## src/rtl/service_4_minigame_multi_pkg.sv

```systemverilog
// service_4_pkg: shared definitions for the Service 4 alarm-dismiss minigame.
//   - one-hot state encodings (7 bits) and the state enum built from them
//   - default widths for the switch bank, streak counter and miss counter
//   - is_onehot(): true when exactly one bit of a vector is set
package service_4_pkg;

    localparam int DEF_N_SW   = 10;
    localparam int DEF_CWIDTH = 16;
    localparam int DEF_MWIDTH = 8;

    // Widest switch bank is_onehot() can inspect; narrower vectors are zero-extended.
    localparam int MAX_SW = 64;

    localparam logic [6:0] ST_IDLE     = 7'b000_0001;
    localparam logic [6:0] ST_ARM      = 7'b000_0010;
    localparam logic [6:0] ST_SHOW     = 7'b000_0100;
    localparam logic [6:0] ST_HOLD     = 7'b000_1000;
    localparam logic [6:0] ST_RELEASE  = 7'b001_0000;
    localparam logic [6:0] ST_DONE     = 7'b010_0000;
    localparam logic [6:0] ST_WAIT_CLR = 7'b100_0000;

    typedef enum logic [6:0] {
        IDLE     = ST_IDLE,
        ARM      = ST_ARM,
        SHOW     = ST_SHOW,
        HOLD     = ST_HOLD,
        RELEASE  = ST_RELEASE,
        DONE     = ST_DONE,
        WAIT_CLR = ST_WAIT_CLR
    } state_t;

    function automatic logic is_onehot(input logic [MAX_SW-1:0] v);
        return (v != '0) && ((v & (v - 64'd1)) == '0);
    endfunction

endpackage

```

## src/rtl/service_4_minigame_multi_if.sv

```systemverilog
// Minigame bus: alarm/generator/switch inputs and all game status outputs.
//   master : drives alarm_ring, random_led, SPDTs; observes the game outputs
//   slave  : the minigame itself
interface service_4_minigame_multi_if #(
    parameter int N_SW   = 10,
    parameter int CWIDTH = 16,
    parameter int MWIDTH = 8
);
    logic              alarm_ring;
    logic [N_SW-1:0]   random_led;
    logic [N_SW-1:0]   SPDTs;
    logic              mini_game;
    logic [N_SW-1:0]   target_led;
    logic [CWIDTH-1:0] count_state;
    logic [MWIDTH-1:0] miss_count;
    logic              miss_pulse;
    logic              game_done;

    modport master (
        output alarm_ring, random_led, SPDTs,
        input  mini_game, target_led, count_state, miss_count, miss_pulse, game_done
    );

    modport slave (
        input  alarm_ring, random_led, SPDTs,
        output mini_game, target_led, count_state, miss_count, miss_pulse, game_done
    );
endinterface

```

## src/rtl/service_4_round_timer.sv

```systemverilog
// Round timer and settle counter for the minigame.
//   clk, reset : clock, synchronous active-high reset
//   tmr_clr    : zero the round timer (new target latched)
//   tmr_en     : advance the round timer (saturates at ROUND_TICKS-1)
//   tmr_tc     : the increment made this cycle reaches ROUND_TICKS-1
//   set_clr    : zero the settle counter (switches not on target)
//   set_inc    : count one more matching cycle
//   set_tc     : the current matching cycle is the SETTLE-th one
module service_4_round_timer #(
    parameter int ROUND_TICKS = 100,
    parameter int SETTLE      = 4
) (
    input  logic clk,
    input  logic reset,
    input  logic tmr_clr,
    input  logic tmr_en,
    output logic tmr_tc,
    input  logic set_clr,
    input  logic set_inc,
    output logic set_tc
);
    localparam int TW = (ROUND_TICKS > 2) ? $clog2(ROUND_TICKS) : 1;
    localparam int SW = (SETTLE > 1) ? $clog2(SETTLE + 1) : 1;
    localparam logic [TW-1:0] TMR_MAX  = TW'(ROUND_TICKS - 1);
    localparam logic [TW-1:0] TMR_WARN = TW'(ROUND_TICKS - 2);
    localparam logic [SW-1:0] SET_LAST = SW'(SETTLE - 1);
    localparam logic [SW-1:0] SET_MAX  = SW'(SETTLE);

    logic [TW-1:0] tmr_q, tmr_d;
    logic [SW-1:0] settle_q, settle_d;

    always_comb begin
        tmr_d = tmr_q;
        if (tmr_clr) begin
            tmr_d = '0;
        end else if (tmr_en && tmr_q != TMR_MAX) begin
            tmr_d = tmr_q + TW'(1);
        end

        settle_d = settle_q;
        if (set_clr) begin
            settle_d = '0;
        end else if (set_inc && settle_q != SET_MAX) begin
            settle_d = settle_q + SW'(1);
        end
    end

    always_ff @(posedge clk) begin
        if (reset) begin
            tmr_q    <= '0;
            settle_q <= '0;
        end else begin
            tmr_q    <= tmr_d;
            settle_q <= settle_d;
        end
    end

    // ">=" so a round that spent long in HOLD still times out once back in SHOW.
    assign tmr_tc = (tmr_q >= TMR_WARN);
    assign set_tc = (settle_q == SET_LAST);

endmodule

```

## src/rtl/service_4_minigame_multi.sv

```systemverilog
// Alarm-dismiss minigame: shows one-hot LED targets while the alarm rings;
// WIN_COUNT consecutive matches (each held SETTLE cycles) dismiss it.
//   clk, reset : clock, synchronous active-high reset
//   bus.slave  : alarm_ring/random_led/SPDTs in; mini_game, target_led,
//                count_state, miss_count, miss_pulse, game_done out (all registered)
module service_4_minigame_multi
    import service_4_pkg::*;
#(
    parameter int N_SW        = DEF_N_SW,
    parameter int WIN_COUNT   = 3,
    parameter int ROUND_TICKS = 100,
    parameter int SETTLE      = 4,
    parameter int CWIDTH      = DEF_CWIDTH,
    parameter int MWIDTH      = DEF_MWIDTH
) (
    input  logic                      clk,
    input  logic                      reset,
    service_4_minigame_multi_if.slave bus
);
    if (WIN_COUNT < 1 || WIN_COUNT >= (2 ** CWIDTH)) begin : g_bad_win_count
        $error("WIN_COUNT must be >= 1 and fit in CWIDTH bits");
    end
    if (N_SW < 1 || N_SW > MAX_SW) begin : g_bad_n_sw
        $error("N_SW out of supported range");
    end

    localparam int RW = (N_SW > 1) ? $clog2(N_SW) : 1;
    localparam logic [CWIDTH-1:0] WIN = CWIDTH'(WIN_COUNT);

    state_t            state_q, state_d;
    logic              mini_game_q, mini_game_d;
    logic [N_SW-1:0]   target_q, target_d;
    logic [CWIDTH-1:0] count_q, count_d;
    logic [MWIDTH-1:0] miss_q, miss_d;
    logic              miss_pulse_q, miss_pulse_d;
    logic              game_done_q, game_done_d;
    logic [RW-1:0]     round_q, round_d;   // round index already reduced mod N_SW

    logic tmr_clr, tmr_en, tmr_tc, set_clr, set_inc, set_tc;
    logic match, sw_zero, latch, do_score, do_miss, abort;

    service_4_round_timer #(
        .ROUND_TICKS(ROUND_TICKS),
        .SETTLE     (SETTLE)
    ) u_timer (
        .clk    (clk),
        .reset  (reset),
        .tmr_clr(tmr_clr),
        .tmr_en (tmr_en),
        .tmr_tc (tmr_tc),
        .set_clr(set_clr),
        .set_inc(set_inc),
        .set_tc (set_tc)
    );

    assign match   = (bus.SPDTs == target_q);
    assign sw_zero = (bus.SPDTs == '0);

    always_comb begin
        state_d  = state_q;
        target_d = target_q;
        count_d  = count_q;
        miss_d   = miss_q;
        round_d  = round_q;
        tmr_clr  = 1'b0;
        tmr_en   = 1'b0;
        set_clr  = 1'b1;
        set_inc  = 1'b0;
        latch    = 1'b0;
        do_score = 1'b0;
        do_miss  = 1'b0;
        abort    = 1'b0;

        unique case (state_q)
            IDLE: begin
                if (bus.alarm_ring) begin
                    state_d = ARM;
                    count_d = '0;
                    miss_d  = '0;
                end
            end
            ARM: begin
                if (!bus.alarm_ring) abort = 1'b1;
                else if (sw_zero)    latch = 1'b1;
            end
            SHOW: begin
                if (!bus.alarm_ring) begin
                    abort = 1'b1;
                end else begin
                    tmr_en = 1'b1;
                    // A match is tested before the timeout so it wins a tie.
                    if (match) begin
                        if (set_tc) begin
                            do_score = 1'b1;
                        end else begin
                            set_clr = 1'b0;
                            set_inc = 1'b1;
                            state_d = HOLD;
                        end
                    end else if (!sw_zero || tmr_tc) begin
                        do_miss = 1'b1;
                    end
                end
            end
            HOLD: begin
                if (!bus.alarm_ring) begin
                    abort = 1'b1;
                end else begin
                    tmr_en = 1'b1;
                    if (match) begin
                        if (set_tc) begin
                            do_score = 1'b1;
                        end else begin
                            set_clr = 1'b0;
                            set_inc = 1'b1;
                        end
                    end else if (sw_zero) begin
                        state_d = SHOW;   // bounce: keep target and running timer
                    end else begin
                        do_miss = 1'b1;
                    end
                end
            end
            RELEASE: begin
                if (!bus.alarm_ring) abort = 1'b1;
                else if (sw_zero)    latch = 1'b1;
            end
            DONE: begin
                state_d = WAIT_CLR;
            end
            WAIT_CLR: begin
                if (!bus.alarm_ring) state_d = IDLE;
            end
            default: begin
                state_d = IDLE;
            end
        endcase

        if (latch) begin
            state_d  = SHOW;
            tmr_clr  = 1'b1;
            target_d = is_onehot(MAX_SW'(bus.random_led)) ? bus.random_led
                                                           : (N_SW'(1) << round_q);
            round_d  = (round_q == RW'(N_SW - 1)) ? '0 : round_q + RW'(1);
        end

        if (do_score) begin
            count_d  = count_q + CWIDTH'(1);
            target_d = '0;
            state_d  = (count_d == WIN) ? DONE : RELEASE;
        end

        if (do_miss) begin
            count_d  = '0;
            target_d = '0;
            state_d  = RELEASE;
            if (miss_q != '1) miss_d = miss_q + MWIDTH'(1);
        end

        if (abort) begin
            state_d  = IDLE;
            target_d = '0;
            count_d  = '0;
        end

        // Outputs are registered from the next state so they line up with it.
        mini_game_d  = (state_d != IDLE) && (state_d != WAIT_CLR);
        game_done_d  = (state_d == DONE);
        miss_pulse_d = do_miss;
    end

    always_ff @(posedge clk) begin
        if (reset) begin
            state_q      <= IDLE;
            mini_game_q  <= 1'b0;
            target_q     <= '0;
            count_q      <= '0;
            miss_q       <= '0;
            miss_pulse_q <= 1'b0;
            game_done_q  <= 1'b0;
            round_q      <= '0;
        end else begin
            state_q      <= state_d;
            mini_game_q  <= mini_game_d;
            target_q     <= target_d;
            count_q      <= count_d;
            miss_q       <= miss_d;
            miss_pulse_q <= miss_pulse_d;
            game_done_q  <= game_done_d;
            round_q      <= round_d;
        end
    end

    assign bus.mini_game   = mini_game_q;
    assign bus.target_led  = target_q;
    assign bus.count_state = count_q;
    assign bus.miss_count  = miss_q;
    assign bus.miss_pulse  = miss_pulse_q;
    assign bus.game_done   = game_done_q;

endmodule

```

## src/flat_wrapper.sv

```systemverilog
// flat-port wrapper written by rule: the top's interface ports become plain ports
module service_4_minigame_multi_flat import service_4_pkg::*;
#(
    parameter int N_SW        = DEF_N_SW,
    parameter int WIN_COUNT   = 3,
    parameter int ROUND_TICKS = 100,
    parameter int SETTLE      = 4,
    parameter int CWIDTH      = DEF_CWIDTH,
    parameter int MWIDTH      = DEF_MWIDTH
)
  (clk, reset, bus_alarm_ring, bus_random_led, bus_SPDTs, bus_mini_game, bus_target_led, bus_count_state, bus_miss_count, bus_miss_pulse, bus_game_done);
  service_4_minigame_multi_if #(.N_SW(N_SW), .CWIDTH(CWIDTH), .MWIDTH(MWIDTH)) bus_i ();
  input  logic clk;
  input  logic reset;
  input wire logic [$bits(bus_i.alarm_ring)-1:0] bus_alarm_ring;
  input wire logic [$bits(bus_i.random_led)-1:0] bus_random_led;
  input wire logic [$bits(bus_i.SPDTs)-1:0] bus_SPDTs;
  output wire logic [$bits(bus_i.mini_game)-1:0] bus_mini_game;
  output wire logic [$bits(bus_i.target_led)-1:0] bus_target_led;
  output wire logic [$bits(bus_i.count_state)-1:0] bus_count_state;
  output wire logic [$bits(bus_i.miss_count)-1:0] bus_miss_count;
  output wire logic [$bits(bus_i.miss_pulse)-1:0] bus_miss_pulse;
  output wire logic [$bits(bus_i.game_done)-1:0] bus_game_done;
  assign bus_i.alarm_ring = bus_alarm_ring;
  assign bus_i.random_led = bus_random_led;
  assign bus_i.SPDTs = bus_SPDTs;
  assign bus_mini_game = bus_i.mini_game;
  assign bus_target_led = bus_i.target_led;
  assign bus_count_state = bus_i.count_state;
  assign bus_miss_count = bus_i.miss_count;
  assign bus_miss_pulse = bus_i.miss_pulse;
  assign bus_game_done = bus_i.game_done;
  service_4_minigame_multi #(.N_SW(N_SW), .WIN_COUNT(WIN_COUNT), .ROUND_TICKS(ROUND_TICKS), .SETTLE(SETTLE), .CWIDTH(CWIDTH), .MWIDTH(MWIDTH)) u_core (.clk(clk), .reset(reset), .bus(bus_i));
endmodule
```

## config.mk

```make
export PLATFORM = sky130hd
export DESIGN_NAME = service_4_minigame_multi_flat
export DESIGN_NICKNAME = d
export VERILOG_FILES = /design/src/rtl/service_4_minigame_multi_pkg.sv /design/src/rtl/service_4_minigame_multi_if.sv /design/src/rtl/service_4_round_timer.sv /design/src/rtl/service_4_minigame_multi.sv /design/src/flat_wrapper.sv
export SDC_FILE = /design/constraint.sdc
export NUM_CORES = 1
export LEC_CHECK = 0
export ABC_AREA = 1
export ABC_CLOCK_PERIOD_IN_PS = 2500
export CORE_MARGIN = 2
export CORE_UTILIZATION = 54
export CTS_CLUSTER_DIAMETER = 100
export CTS_CLUSTER_SIZE = 24
export DETAILED_ROUTE_END_ITERATION = 6
export PLACE_DENSITY_LB_ADDON = 0.12
export SYNTH_ARGS = -nofsm -noshare
export SYNTH_HDL_FRONTEND = slang
export SYNTH_SLANG_ARGS = --single-unit
export TNS_END_PERCENT = 50
```

## constraint.sdc

```tcl
create_clock -name clk -period 2.5 [get_ports clk]
set_input_delay 0.375 -clock clk [delete_from_list [all_inputs] [get_ports clk]]
set_output_delay 0.375 -clock clk [all_outputs]
set_load 0.02 [all_outputs]
```

==> run metrics <==
status finished, final reports clean; clk_skew 8.68 ps; Die H just under 90 um; # DRC 0; RSZ-0062 raised after global routing false; Clk pwr share 0.468; Primary FF master, synth dfxtp_1; crit path capture type flip-flop; total track usage 0.239; Max IR drop VDD 0.275 mV; most common cell after layout, fill and taps aside nand2_1; layout cells sized above 1 0.0943; combinational share of power 0.077; Yosys cell types 42; PortBufs a little under 60; Simple-Gate Fraction of Synth Area 0.417; mux cell area share after synthesis 0; Adder-Cell Fraction of Synth Area 0.0339; initial DRC count 149; largest net degree at the start of global routing 17; sequential share of the synthesized area 0.314; Final TNS setup 0 ps; Synth area leader dfxtp_1; Cell Pwr Density 450 nW/um^2; io pins 60; P_sw 0.000473 W; setup ws final roughly 300 ps; die footprint 7520 sq um; placed cell count 700; post-cts gate resize count 0; gpl congestion 0.856; warnings from Yosys 0; HP Class reg2reg; Yosys top cell area share 0.314; clock tree buffer depth 2; row count 30; Layout area overhead 23.2%; required time worst endpoint ~2800 ps; drt wl/cell 11.7 um; Syn Area/Cell 6.50 sq um; synthesized-area fraction occupied by xor and xnor cells 0.0356; vias in the first global route 3393; Leak 1.86 nW; via count 3706; Seq pwr share 0.455; TritonCTS Buffers 9; setup violators final 0; # clock sinks 58; Post-Place Setup Slack -33.2 ps; Post-synth EDFFs 0; Post-CTS Hold Buffers 0; Seq cells post-synth between 50 and 60; switch share 0.231; mapped cell area 3690 sq um; Vias/cell approximately 5.2; Ant. Diodes 0; Initial Utilization 0.550; fmax 454 MHz; core footprint 6720 sq um; Pins Over Slew Limit 0; fin nets 664; slew margin rel. 0.591; Pre-Repair DR Iteration Count 5; Design Power 0.00205 W; post-route clock period utilization 0.880; max cap viols 0; worst skew pair latency 340 ps; Die X-Extent 86.7 um; H-tree depth 3; initial antenna violation count 0; internal power 0.00158 W; Crit Path Max Fanout 11; largest family of logic cells by synthesized area simple AND/OR/NAND/NOR gates; first-pass GRT wire length 14.6 mm; WHS 484 ps; Compound-Gate Fraction of Synth Area 0.101; CP startpoint kind primary input; commonest non-fill, non-tap cells in the layout 151 x nand2_1, 68 x nor2_1, 60 x nand3_1, 60 x inv_1, 59 x clkdlybuf4s50_1; CTS tree built; Post-synth ARST share 0; dominant cells by area after synthesis dfxtp_1 31%, nand2_1 15%, nand3_1 8.1%, nor2_1 6.9%, inv_1 6.1%; final cell count without fillers 716; Hold Fails Final Rpt 0; Routed WL 8.40 mm; final critical-path required period 2200 ps; Syn Inst Count 568; transition time of the tightest slew-check pin 611 ps; Routed Antenna Nets 0; WS Path Type in2reg; post-CTS setup repair buffer count 0; root buffer cell clkbuf_8; WP data arrival 2460 ps; Reg clk slew, reported paths around 60 ps; hpwl dp 6.55 mm; Overflow after GRT 0; Mapped Nets ~600
-- critical path, cell delays in order --
cell and delay (ps):
clkdlybuf4s50_1 450, nor2_2 180, nand2_1 100, nor2_1 170
o21ai_0 100, nor2_1 490, nand2_2 250, nand2_1 130
nand3_1 80, a21oi_1 120
-- logic make-up after synthesis --
family	after synthesis
AO/OA/AOI/OAI	69
XOR/XNOR	15
adder cells (fa/ha/maj)	10
buffers and inverters	82
flip-flops	58
AND/OR/NAND/NOR	334
-- state kept, by name (all words and copies together), names as in the netlist --
signal                   flops
u_core.state_q               7
u_core.u_timer.tmr_q         7
u_core.bus.miss_count        8
u_core.round_q               4
u_core.bus.miss_pulse        1
u_core.bus.count_state      16
u_core.bus.target_led       10
u_core.u_timer.settle_q      3
u_core.bus.game_done         1
u_core.bus.mini_game         1
-- metrics by stage --
stage,instance area [sq um],utilization
3_3_place_gp,4330,0.645
4_1_cts,4550,0.677
5_1_grt,4550,0.677
6_report,4550,0.677
3_5_place_dp,4330,0.645
2_1_floorplan,3690,-
-- final timing paths --
| check | start | to | slack, ps | cells past startpoint |
|---|---|---|---|---|
| worst max register to register | u_core.bus.count_state[1]$_SDFFE_PP0P_ | u_core.state_q[4]$_SDFF_PP0_ | 390 | 14 |
| worst max-delay path | bus_random_led[0] | u_core.bus.target_led[3]$_SDFFE_PP0P_ | 300 | 10 |
| worst min-delay path | u_core.u_timer.tmr_q[5]$_SDFFE_PP0P_ | u_core.u_timer.tmr_q[5]$_SDFFE_PP0P_ | 480 | 2 |
| worst min register to register | u_core.u_timer.tmr_q[5]$_SDFFE_PP0P_ | u_core.u_timer.tmr_q[5]$_SDFFE_PP0P_ | 480 | 2 |
-- layout make-up --
| type | count | area [sq um] |
|---|---|---|
| Clock buffer | 10 | 138 |
| Clock inverter | 6 | 80.1 |
| Fill cell | 614 | 2170 |
| Inverter | 70 | 273 |
| Multi-Input combinational cell | 428 | 2170 |
| Sequential cell | 58 | 1160 |
| Tap cell | 80 | 100 |
| Timing Repair Buffer | 64 | 628 |
-- power groups by stage --
stage                     registers (W)  logic (W)  clock network, W
after floorplan                0.000955  0.0000906                 0
after global placement         0.000953   0.000154                 0
after detailed placement       0.000953   0.000156                 0
after CTS                      0.000932   0.000157          0.000972
after global routing           0.000932   0.000174           0.00102
final                          0.000932   0.000158          0.000958
-- per-layer routing --
metal	wire (um)	track usage	vias up
met5	0	0	-
met4	138	0.0938	0
li1	-	-	1951
met1	3980	0.303	1647
met2	3970	0.410	92
met3	307	0.0324	16
-- synthesized netlist by cell type (3+ instances only) --
cell type and n:
a21oi_1 44, nand4_1 5, nand2_2 9, buf_6 4, ha_1 10, nand3_1 60, nand2_1 151, xor2_1 10
nor2_1 68, o21ai_1 5, buf_2 5, xnor2_1 5, nor3_1 11, dfxtp_1 58, inv_1 60, inv_2 6
o21ai_0 11, nor2_2 9, or2_0 3, or2_1 3
Power figures use the tool's default switching activity.
